### src/rtl/ps2_kbd_digits_if.sv
// PS/2 pins plus the nibble/pulse outputs that feed the hex display path.
interface ps2_kbd_digits_if;
    logic       ps2_clk;
    logic       ps2_data;
    logic [3:0] code_hi;
    logic [3:0] code_lo;
    logic       code_en;
    logic [3:0] cnt_hi;
    logic [3:0] cnt_lo;
    logic       byte_valid;
    logic       frame_err;

    modport master (
        output ps2_clk, ps2_data,
        input  code_hi, code_lo, code_en, cnt_hi, cnt_lo, byte_valid, frame_err
    );

    modport slave (
        input  ps2_clk, ps2_data,
        output code_hi, code_lo, code_en, cnt_hi, cnt_lo, byte_valid, frame_err
    );
endinterface

### src/rtl/ps2_kbd_digits.sv
// PS/2 keyboard receiver with make/break tracking and an 8-bit press counter,
// presenting scan code and count as hex nibbles for four seven-segment digits.
module ps2_kbd_digits #(
    parameter int TIMEOUT_CYCLES = 50000
) (
    input  logic             clk,
    input  logic             rst_n,
    ps2_kbd_digits_if.slave  bus
);
    localparam int TW = $clog2(TIMEOUT_CYCLES + 1);
    localparam logic [TW-1:0] TMO_MAX = TW'(TIMEOUT_CYCLES);

    typedef enum logic [0:0] {
        IDLE  = 1'b0,
        BREAK = 1'b1
    } state_t;

    // Odd parity: data bits plus parity bit must contain an odd number of ones.
    function automatic logic odd_parity_ok(input logic [7:0] data, input logic par);
        return (^data) ^ par;
    endfunction

    logic clk_s1_r, clk_s2_r, clk_prev_r;
    logic dat_s1_r, dat_s2_r;
    logic fall_s;

    // Two-flop synchronisers plus one history flop for edge detection
    always_ff @(posedge clk) begin
        if (!rst_n) begin
            clk_s1_r   <= 1'b1;
            clk_s2_r   <= 1'b1;
            clk_prev_r <= 1'b1;
            dat_s1_r   <= 1'b1;
            dat_s2_r   <= 1'b1;
        end else begin
            clk_s1_r   <= bus.ps2_clk;
            clk_s2_r   <= clk_s1_r;
            clk_prev_r <= clk_s2_r;
            dat_s1_r   <= bus.ps2_data;
            dat_s2_r   <= dat_s1_r;
        end
    end

    assign fall_s = clk_prev_r & ~clk_s2_r;

    logic [3:0]    bit_cnt_r;
    logic [9:0]    shift_r;
    logic [10:0]   frame_s;
    logic [TW-1:0] tmo_cnt_r;
    logic [7:0]    byte_r;
    logic          byte_valid_r;
    logic          frame_err_r;
    logic          frame_ok_s;

    // frame_s is the full 11-bit frame as it stands once the current bit lands
    assign frame_s    = {dat_s2_r, shift_r};
    assign frame_ok_s = ~frame_s[0] & frame_s[10] & odd_parity_ok(frame_s[8:1], frame_s[9]);

    // Frame receiver with mid-frame idle timeout; a falling edge beats a timeout
    always_ff @(posedge clk) begin
        if (!rst_n) begin
            bit_cnt_r    <= 4'd0;
            shift_r      <= 10'd0;
            tmo_cnt_r    <= {TW{1'b0}};
            byte_r       <= 8'd0;
            byte_valid_r <= 1'b0;
            frame_err_r  <= 1'b0;
        end else begin
            byte_valid_r <= 1'b0;
            frame_err_r  <= 1'b0;
            if (fall_s) begin
                tmo_cnt_r <= {TW{1'b0}};
                shift_r   <= frame_s[10:1];
                if (bit_cnt_r == 4'd10) begin
                    bit_cnt_r <= 4'd0;
                    if (frame_ok_s) begin
                        byte_r       <= frame_s[8:1];
                        byte_valid_r <= 1'b1;
                    end else begin
                        frame_err_r  <= 1'b1;
                    end
                end else begin
                    bit_cnt_r <= bit_cnt_r + 4'd1;
                end
            end else if (tmo_cnt_r == TMO_MAX) begin
                bit_cnt_r <= 4'd0;
            end else begin
                tmo_cnt_r <= tmo_cnt_r + TW'(1);
            end
        end
    end

    state_t     state_r, state_nxt_s;
    logic [7:0] code_r, code_nxt_s;
    logic [7:0] cnt_r, cnt_nxt_s;
    logic       code_en_r, code_en_nxt_s;

    // Decoder state and display registers
    always_ff @(posedge clk) begin
        if (!rst_n) begin
            state_r   <= IDLE;
            code_r    <= 8'd0;
            cnt_r     <= 8'd0;
            code_en_r <= 1'b0;
        end else begin
            state_r   <= state_nxt_s;
            code_r    <= code_nxt_s;
            cnt_r     <= cnt_nxt_s;
            code_en_r <= code_en_nxt_s;
        end
    end

    // Make/break decode; a repeated make of the held key is typematic, not a press
    always_comb begin
        state_nxt_s   = state_r;
        code_nxt_s    = code_r;
        cnt_nxt_s     = cnt_r;
        code_en_nxt_s = code_en_r;
        if (byte_valid_r) begin
            case (state_r)
                IDLE: begin
                    if (byte_r == 8'hF0) begin
                        state_nxt_s = BREAK;
                    end else if (byte_r == 8'hE0) begin
                        state_nxt_s = IDLE;
                    end else if (!code_en_r || (byte_r != code_r)) begin
                        code_nxt_s    = byte_r;
                        code_en_nxt_s = 1'b1;
                        cnt_nxt_s     = cnt_r + 8'd1;
                    end else begin
                        state_nxt_s = IDLE;
                    end
                end
                BREAK: begin
                    state_nxt_s = IDLE;
                    if (byte_r == code_r) begin
                        code_en_nxt_s = 1'b0;
                    end else begin
                        code_en_nxt_s = code_en_r;
                    end
                end
                default: begin
                    state_nxt_s = IDLE;
                end
            endcase
        end else begin
            state_nxt_s = state_r;
        end
    end

    assign bus.code_hi    = code_r[7:4];
    assign bus.code_lo    = code_r[3:0];
    assign bus.code_en    = code_en_r;
    assign bus.cnt_hi     = cnt_r[7:4];
    assign bus.cnt_lo     = cnt_r[3:0];
    assign bus.byte_valid = byte_valid_r;
    assign bus.frame_err  = frame_err_r;
endmodule

### src/flat_wrapper.sv
// flat-port wrapper written by rule: the top's interface ports become plain ports
module ps2_kbd_digits_flat 
#(
    parameter int TIMEOUT_CYCLES = 50000
)
  (clk, rst_n, bus_ps2_clk, bus_ps2_data, bus_code_hi, bus_code_lo, bus_code_en, bus_cnt_hi, bus_cnt_lo, bus_byte_valid, bus_frame_err);
  ps2_kbd_digits_if bus_i ();
  input  logic clk;
  input  logic rst_n;
  input wire logic [$bits(bus_i.ps2_clk)-1:0] bus_ps2_clk;
  input wire logic [$bits(bus_i.ps2_data)-1:0] bus_ps2_data;
  output wire logic [$bits(bus_i.code_hi)-1:0] bus_code_hi;
  output wire logic [$bits(bus_i.code_lo)-1:0] bus_code_lo;
  output wire logic [$bits(bus_i.code_en)-1:0] bus_code_en;
  output wire logic [$bits(bus_i.cnt_hi)-1:0] bus_cnt_hi;
  output wire logic [$bits(bus_i.cnt_lo)-1:0] bus_cnt_lo;
  output wire logic [$bits(bus_i.byte_valid)-1:0] bus_byte_valid;
  output wire logic [$bits(bus_i.frame_err)-1:0] bus_frame_err;
  assign bus_i.ps2_clk = bus_ps2_clk;
  assign bus_i.ps2_data = bus_ps2_data;
  assign bus_code_hi = bus_i.code_hi;
  assign bus_code_lo = bus_i.code_lo;
  assign bus_code_en = bus_i.code_en;
  assign bus_cnt_hi = bus_i.cnt_hi;
  assign bus_cnt_lo = bus_i.cnt_lo;
  assign bus_byte_valid = bus_i.byte_valid;
  assign bus_frame_err = bus_i.frame_err;
  ps2_kbd_digits #(.TIMEOUT_CYCLES(TIMEOUT_CYCLES)) u_core (.clk(clk), .rst_n(rst_n), .bus(bus_i));
endmodule
### config.mk
export PLATFORM = sky130hd
export DESIGN_NAME = ps2_kbd_digits_flat
export DESIGN_NICKNAME = d
export VERILOG_FILES = /design/src/rtl/ps2_kbd_digits_if.sv /design/src/rtl/ps2_kbd_digits.sv /design/src/flat_wrapper.sv
export SDC_FILE = /design/constraint.sdc
export NUM_CORES = 1
export LEC_CHECK = 0
export ABC_CLOCK_PERIOD_IN_PS = 1700
export BUFFER_PORTS_ARGS = -buffer_cell sky130_fd_sc_hd__buf_2
export CAP_MARGIN = 10
export CORE_ASPECT_RATIO = 2
export CORE_MARGIN = 4
export CORE_UTILIZATION = 50
export DETAILED_ROUTE_END_ITERATION = 12
export GPL_TIMING_DRIVEN = 0
export PLACE_DENSITY_LB_ADDON = 0.15
export SLEW_MARGIN = 20
export SYNTH_ARGS = -nofsm -noshare
export SYNTH_HDL_FRONTEND = slang
export SYNTH_SLANG_ARGS = --single-unit
### constraint.sdc
create_clock -name clk -period 1.7 [get_ports clk]
set_clock_uncertainty 0.05 [all_clocks]
set_input_delay 0.17 -clock clk [delete_from_list [all_inputs] [get_ports clk]]
set_output_delay 0.17 -clock clk [all_outputs]
set_load 0.05 [all_outputs]
After elaboration in Yosys (flattened, before gate mapping)
Index checks and enable logic that the tools add are counted.

word-level totals
  register bits = 63
  bits in latches = 0
  bits in writable memories = 0
  ROM bits = 0
  input port bits = 4
  output and inout bits = 19
  logic and storage cells = 59
  memories kept = 0

operators by class
  add/subtract/negate cells = 3
  multiply operators = 0
  div/mod/pow operators = 0
  $lt $le $gt $ge = 0
  eq/ne operators = 10
  shift-type cells = 0
  mux-type cells = 12
  bitwise logic cells = 10
  reductions and logical operators = 9

operator list
  operator                                                          number
  16-bit by 1-bit adder with 16-bit output (second input constant)  1
  16-bit == test (second input constant)                            1
  8-bit == test (second input constant)                             2
  4-bit two-way mux                                                 3
  5-bit AND reduction                                               2
  8-bit by 1-bit adder with 8-bit output (second input constant)    1
  8-bit == test                                                     1
  8-bit != test                                                     1
  8-bit XOR reduction                                               1
  1-bit two-way mux                                                 7
  2-bit != test (second input constant)                             3
  1-bit inverter                                                    6
  3-bit AND reduction                                               2
  4-bit by 1-bit adder with 4-bit output (second input constant)    1
  4-bit == test (second input constant)                             1
  1-bit one-hot mux with 2 select lines                             2
  1-bit bitwise AND                                                 3
  2-bit by 1-bit != test with 1-bit output (second input constant)  1
  2-bit nonzero test                                                1
  2-bit OR reduction                                                1
  1-bit logical NOT                                                 1
  1-bit logical OR                                                  1
  1-bit bitwise XOR                                                 1

Depth between registers and ports, before layout
  depth in word-level cells = 6
  mapped depth = 7
  gate-level depth less buffers = 7

Worst setup path before layout
OpenSTA, ideal clock, no wires.

  path kind = flip-flop to flip-flop
  start point = register u_core.code_r[3]
  end point = register u_core.cnt_r[0]
  setup time = 0.115 ns
  arrival = 1.926 ns
  required time = 1.535 ns
  path slack = -0.391 ns
  stages on the path, launching flop included = 7
  period minus slack after synthesis = 2.091 ns
  cell sequence = dfxtp_1 > xor2_1 > nor4_2 > a31oi_4 > buf_4 > xor2_1 > and2_1

on the way
  cells in the longest elaborated chain, start to end = 3

RTL lines
  element                               RTL line               RTL
  start, declared                       ps2_kbd_digits.sv:94   logic [7:0] code_r, code_nxt_s;
  start signal, assigned                ps2_kbd_digits.sv:107  code_r <= code_nxt_s;
  8-bit != test                         ps2_kbd_digits.sv:126  end else if (!code_en_r || (byte_r != code_r)) begin
  1-bit logical OR                      ps2_kbd_digits.sv:126
  5-bit AND reduction (no source line)  n/a
  end signal, assigned                  ps2_kbd_digits.sv:108  cnt_r <= cnt_nxt_s;
  end, declared                         ps2_kbd_digits.sv:95   logic [7:0] cnt_r, cnt_nxt_s;

No other way between the ends.
A chain may end at the register's enable or synchronous reset.

Worst setup path in the final report
  start point = register u_core.bit_cnt_r[0]
  end point = register u_core.byte_r[3]

on the way
  cells in the longest elaborated chain, start to end = 2

RTL lines
  element                               RTL line              RTL
  start, declared                       ps2_kbd_digits.sv:46  logic [3:0] bit_cnt_r;
  start signal, assigned                ps2_kbd_digits.sv:83  bit_cnt_r <= bit_cnt_r + 4'd1;
  4-bit == test                         ps2_kbd_digits.sv:74  if (bit_cnt_r == 4'd10) begin
  3-bit AND reduction (no source line)  n/a
  end signal, assigned                  ps2_kbd_digits.sv:77  byte_r <= frame_s[8:1];
  end, declared                         ps2_kbd_digits.sv:50  logic [7:0] byte_r;

No other way between the ends.

==> reports/results.txt <==
First-pass GRT wire length: 10.6 mm
Worst hold endpoint: u_core.cnt_r[2]
Die extent in x: 61.6 microns
Fillers: 475
RSZ-0062 raised after global routing: true
Gr ovfl total: 0
Leakage power: 1.42 nW
Overall die height: 115 microns
CTS HTree Levels: 3
Via count of the first global-routing pass: 2,360
Final Cycle Share: 103%
Pin count of the biggest net entering global routing: 11
Final Core Density: 65.5%
Worst Max-Slew Pin Slew: 0.439 ns
Capture instance of the worst register-to-register path: u_core.byte_r[3]
Worst vdd ir: 0.756 mV
Number of clock sinks: 63
Minimum setup slack among reg-to-reg paths: -0.06 ns
Max cap viols: 0
Violated checks: negative setup slack
Data required time of the worst path: 1.91 ns
Die Footprint: 0.00708 sq mm
Arrival time at the worst endpoint: 1.97 ns
Number of buffer cells added on primary ports: 22
Tot Pwr: 0.00276 W
Min Tclk post-route: 1.76 ns
Normalized max-slew margin: 70.7%
Number of DRC violations after detailed-routing iteration 0: 69
Rows: 38
Class of the tightest hold or removal check: primary input to flip-flop
DP Worst Slack: -0.241 ns
Share of cells above drive strength 1: 27.2%
Timing-limited maximum frequency: 569 MHz
Distinct cell type count of the synthesized netlist: 40
Overall fraction of global-route tracks in use: 20.3%
Area growth syn-to-layout: 25.9%
Count of pins on the block boundary: 23
Worst Setup Start Kind: flip-flop
Crit path setup slack, layout: -0.0576 ns
Net count of the finished layout: 380
Number of register bits inferred by synthesis: 63
Number of vias in the routed layout: 2,313
Top cells by area in the synthesized netlist: sky130_fd_sc_hd__dfxtp_1 44%, sky130_fd_sc_hd__mux2i_1 8.4%, sky130_fd_sc_hd__nand2_1 6.8%, sky130_fd_sc_hd__xor2_1 5.5%, sky130_fd_sc_hd__xnor2_1 3.4%
Later-pin clock latency in the skew report: 0.34 ns
Final routed wirelength across all metal layers: 6.30 mm
Clock tree root buffer cell: sky130_fd_sc_hd__clkbuf_8
Share of the synthesized area in the top cell type: 44.0%
Crit end category: flip-flop
Class of the most critical setup path: flip-flop to flip-flop
Worst Path Max Fanout: 8
Largest area contributor in the netlist: sky130_fd_sc_hd__dfxtp_1
Antenna diode instance count: 0
Pins over their slew limit: 0
Netlist area before placement: 0.00287 sq mm
Hold violation total from the final report: 0
Floorplan Core Area: 0.00552 sq mm
Power per unit of standard cell area: 766 mW/mm^2
Count of unresolved DRC violations after routing: 0
Worst Min Path Start: rst_n
CTS tree: yes
Clock transition at path regs: 0.07 ns
RePlAce Congestion: 0.745
Routed length per placed instance: 14.5 microns
Via count normalized by instance count: 5.32
Status: finished with violations
Number of setup violations in the final report: 8
Average footprint of a synthesized cell: 9.19 sq um
Worst hold slack: 0.111 ns
Number of antenna violations at the first check in global routing: 0
Net count after synthesis: 321
Maximum clock path buffer count: 2
Sequential area share after synthesis: 44.0%
Drt pass-1 iters: 4
ANT nets after route: 0
Post-detailed-placement half-perimeter wirelength: 4.36 mm
Worst r2r path cells: 8
Synth Instances: 312
Count of yosys warnings during synthesis: 0
TritonCTS buffer count: 9
Effective utilization at floorplan: 52.0%
Reg2reg start: u_core.bit_cnt_r[0]
Min-Delay Path Depth: 3
Beginning of the critical path: u_core.bit_cnt_r[0]
## metrics by stage
| stage | instances | setup TNS (ns) | cell area [sq um] |
|---|---|---|---|
| finish | 435 | -0.364 | 3610 |
| global route | 435 | -1.26 | 3610 |
| CTS | 433 | -0.0241 | 3510 |
| detailed placement | 394 | -4.14 | 3090 |
| global placement | 394 | -3.29 | 3090 |
| floorplan | 312 | -0.327 | 2900 |
## worst max-delay path: stages, from the launching register on
cell                       delay (ns)
sky130_fd_sc_hd__dfxtp_2         0.32
sky130_fd_sc_hd__inv_2           0.07
sky130_fd_sc_hd__ha_4            0.14
sky130_fd_sc_hd__nand3b_1        0.15
sky130_fd_sc_hd__nor3_4          0.16
sky130_fd_sc_hd__or2b_1          0.27
sky130_fd_sc_hd__mux2i_4         0.17
sky130_fd_sc_hd__buf_12          0.16
sky130_fd_sc_hd__mux2i_1         0.18
## report_power, final
| part | leakage [nW] | switching (W) | internal [W] |
|---|---|---|---|
| Sequential | 0.521 | 0.0000136 | 0.00148 |
| Clock | 0.0865 | 0.000531 | 0.000600 |
| Combinational | 0.815 | 0.0000752 | 0.0000629 |
| Total | 1.42 | 0.000620 | 0.00214 |
## cell usage after synthesis
master,n
sky130_fd_sc_hd__a21boi_1,12
sky130_fd_sc_hd__a21oi_1,4
sky130_fd_sc_hd__a2bb2oi_1,1
sky130_fd_sc_hd__a31oi_1,1
sky130_fd_sc_hd__a31oi_4,1
sky130_fd_sc_hd__and2_1,3
sky130_fd_sc_hd__and3_1,4
sky130_fd_sc_hd__and3b_1,1
sky130_fd_sc_hd__and4_1,1
sky130_fd_sc_hd__buf_1,1
sky130_fd_sc_hd__buf_2,1
sky130_fd_sc_hd__buf_4,1
sky130_fd_sc_hd__clkbuf_1,8
sky130_fd_sc_hd__dfxtp_1,63
sky130_fd_sc_hd__ha_1,5
sky130_fd_sc_hd__inv_1,7
sky130_fd_sc_hd__mux2i_1,24
sky130_fd_sc_hd__mux2i_4,1
sky130_fd_sc_hd__nand2_1,52
sky130_fd_sc_hd__nand2b_1,14
sky130_fd_sc_hd__nand3_1,14
sky130_fd_sc_hd__nand3b_1,1
sky130_fd_sc_hd__nand4_1,7
sky130_fd_sc_hd__nand4b_1,2
sky130_fd_sc_hd__nor2_1,21
sky130_fd_sc_hd__nor2b_1,13
sky130_fd_sc_hd__nor3_1,4
sky130_fd_sc_hd__nor4_1,2
sky130_fd_sc_hd__nor4_2,2
sky130_fd_sc_hd__nor4b_1,1
sky130_fd_sc_hd__nor4bb_1,2
sky130_fd_sc_hd__o21ai_0,2
sky130_fd_sc_hd__o2bb2ai_1,1
sky130_fd_sc_hd__o41ai_1,1
sky130_fd_sc_hd__or2b_1,1
sky130_fd_sc_hd__or3_1,2
sky130_fd_sc_hd__or4_1,1
sky130_fd_sc_hd__xnor2_1,11
sky130_fd_sc_hd__xnor3_2,1
sky130_fd_sc_hd__xor2_1,18
## layer usage
layer / global-route usage [%] / vias up / routed length [microns]
li1: - / 1166 / -
met1: 20.4 / 1100 / 2290
met2: 36.5 / 34 / 3680
met3: 5.17 / 13 / 164
met4: 10.2 / 0 / 169
met5: 0 / - / 0
## worst max path at each step
stage	end	slack, ns
finish	u_core.byte_r[3]	-0.06
global route	u_core.byte_r[5]	-0.15
CTS	u_core.byte_r[7]	-0.01
detailed placement	u_core.tmo_cnt_r[4]	-0.24
global placement	u_core.bit_cnt_r[2]	-0.20
floorplan	u_core.cnt_r[0]	-0.1
## what timing repair did
| item | in CTS | in global routing |
|---|---|---|
| pin swaps | 8 | 9 |
| hold buffers | 2 | 0 |
| gates resized for setup | 15 | 25 |
| endpoints found under the hold margin | 2 | 0 |
| buffers inserted | 22 | 3 |
| setup endpoints to repair | 31 | 32 |
## state kept, by name (all words and copies together), names as in the netlist
register,flops
u_core.shift_r,10
u_core.clk_prev_r,1
u_core.byte_r,8
u_core.bus.frame_err,1
u_core.clk_s2_r,1
u_core.state_r,1
u_core.bit_cnt_r,4
u_core.dat_s1_r,1
u_core.bus.code_en,1
u_core.code_r,8
u_core.bus.byte_valid,1
u_core.cnt_r,8
u_core.clk_s1_r,1
u_core.tmo_cnt_r,16
u_core.dat_s2_r,1
## cell usage in the layout, fill, tap and decap left out, types with 5 or more instances in the layout
| master | n |
|---|---|
| sky130_fd_sc_hd__clkbuf_8 | 11 |
| sky130_fd_sc_hd__nand4_1 | 7 |
| sky130_fd_sc_hd__nand2_1 | 52 |
| sky130_fd_sc_hd__xnor2_1 | 11 |
| sky130_fd_sc_hd__clkbuf_1 | 11 |
| sky130_fd_sc_hd__nand3_1 | 13 |
| sky130_fd_sc_hd__nand2b_1 | 14 |
| sky130_fd_sc_hd__nor2b_1 | 13 |
| sky130_fd_sc_hd__buf_6 | 5 |
| sky130_fd_sc_hd__buf_2 | 22 |
| sky130_fd_sc_hd__dfxtp_4 | 8 |
| sky130_fd_sc_hd__a21boi_1 | 12 |
| sky130_fd_sc_hd__dfxtp_1 | 42 |
| sky130_fd_sc_hd__mux2i_1 | 24 |
| sky130_fd_sc_hd__dfxtp_2 | 13 |
| sky130_fd_sc_hd__nor2_1 | 21 |
| sky130_fd_sc_hd__xor2_1 | 16 |
| sky130_fd_sc_hd__buf_4 | 20 |
## logic make-up (layout without fill, tap and decap cells)
| logic type | count (synthesis) | after routing | synth area share [%] |
|---|---|---|---|
| fa+ha+maj | 5 | 5 | 2.18 |
| xor+xnor | 30 | 30 | 9.69 |
| compound gates | 23 | 23 | 6.07 |
| flops | 63 | 63 | 44.0 |
| simple gates | 148 | 148 | 26.4 |
| mux | 25 | 25 | 9.16 |
| buf+inv | 18 | 81 | 2.53 |
## final cells by class
class | count | area [sq um] | share of cell area, %
buffer | 11 | 56.3 | 1.56
clock buffer | 14 | 163 | 4.50
clock inverter | 1 | 5.00 | 0.139
inverter | 7 | 26.3 | 0.728
multi-input combinational | 231 | 1640 | 45.5
sequential | 63 | 1310 | 36.2
tap | 60 | 75.1 | 2.08
timing repair buffer | 48 | 334 | 9.25
(Power assumes the default switching activity.)
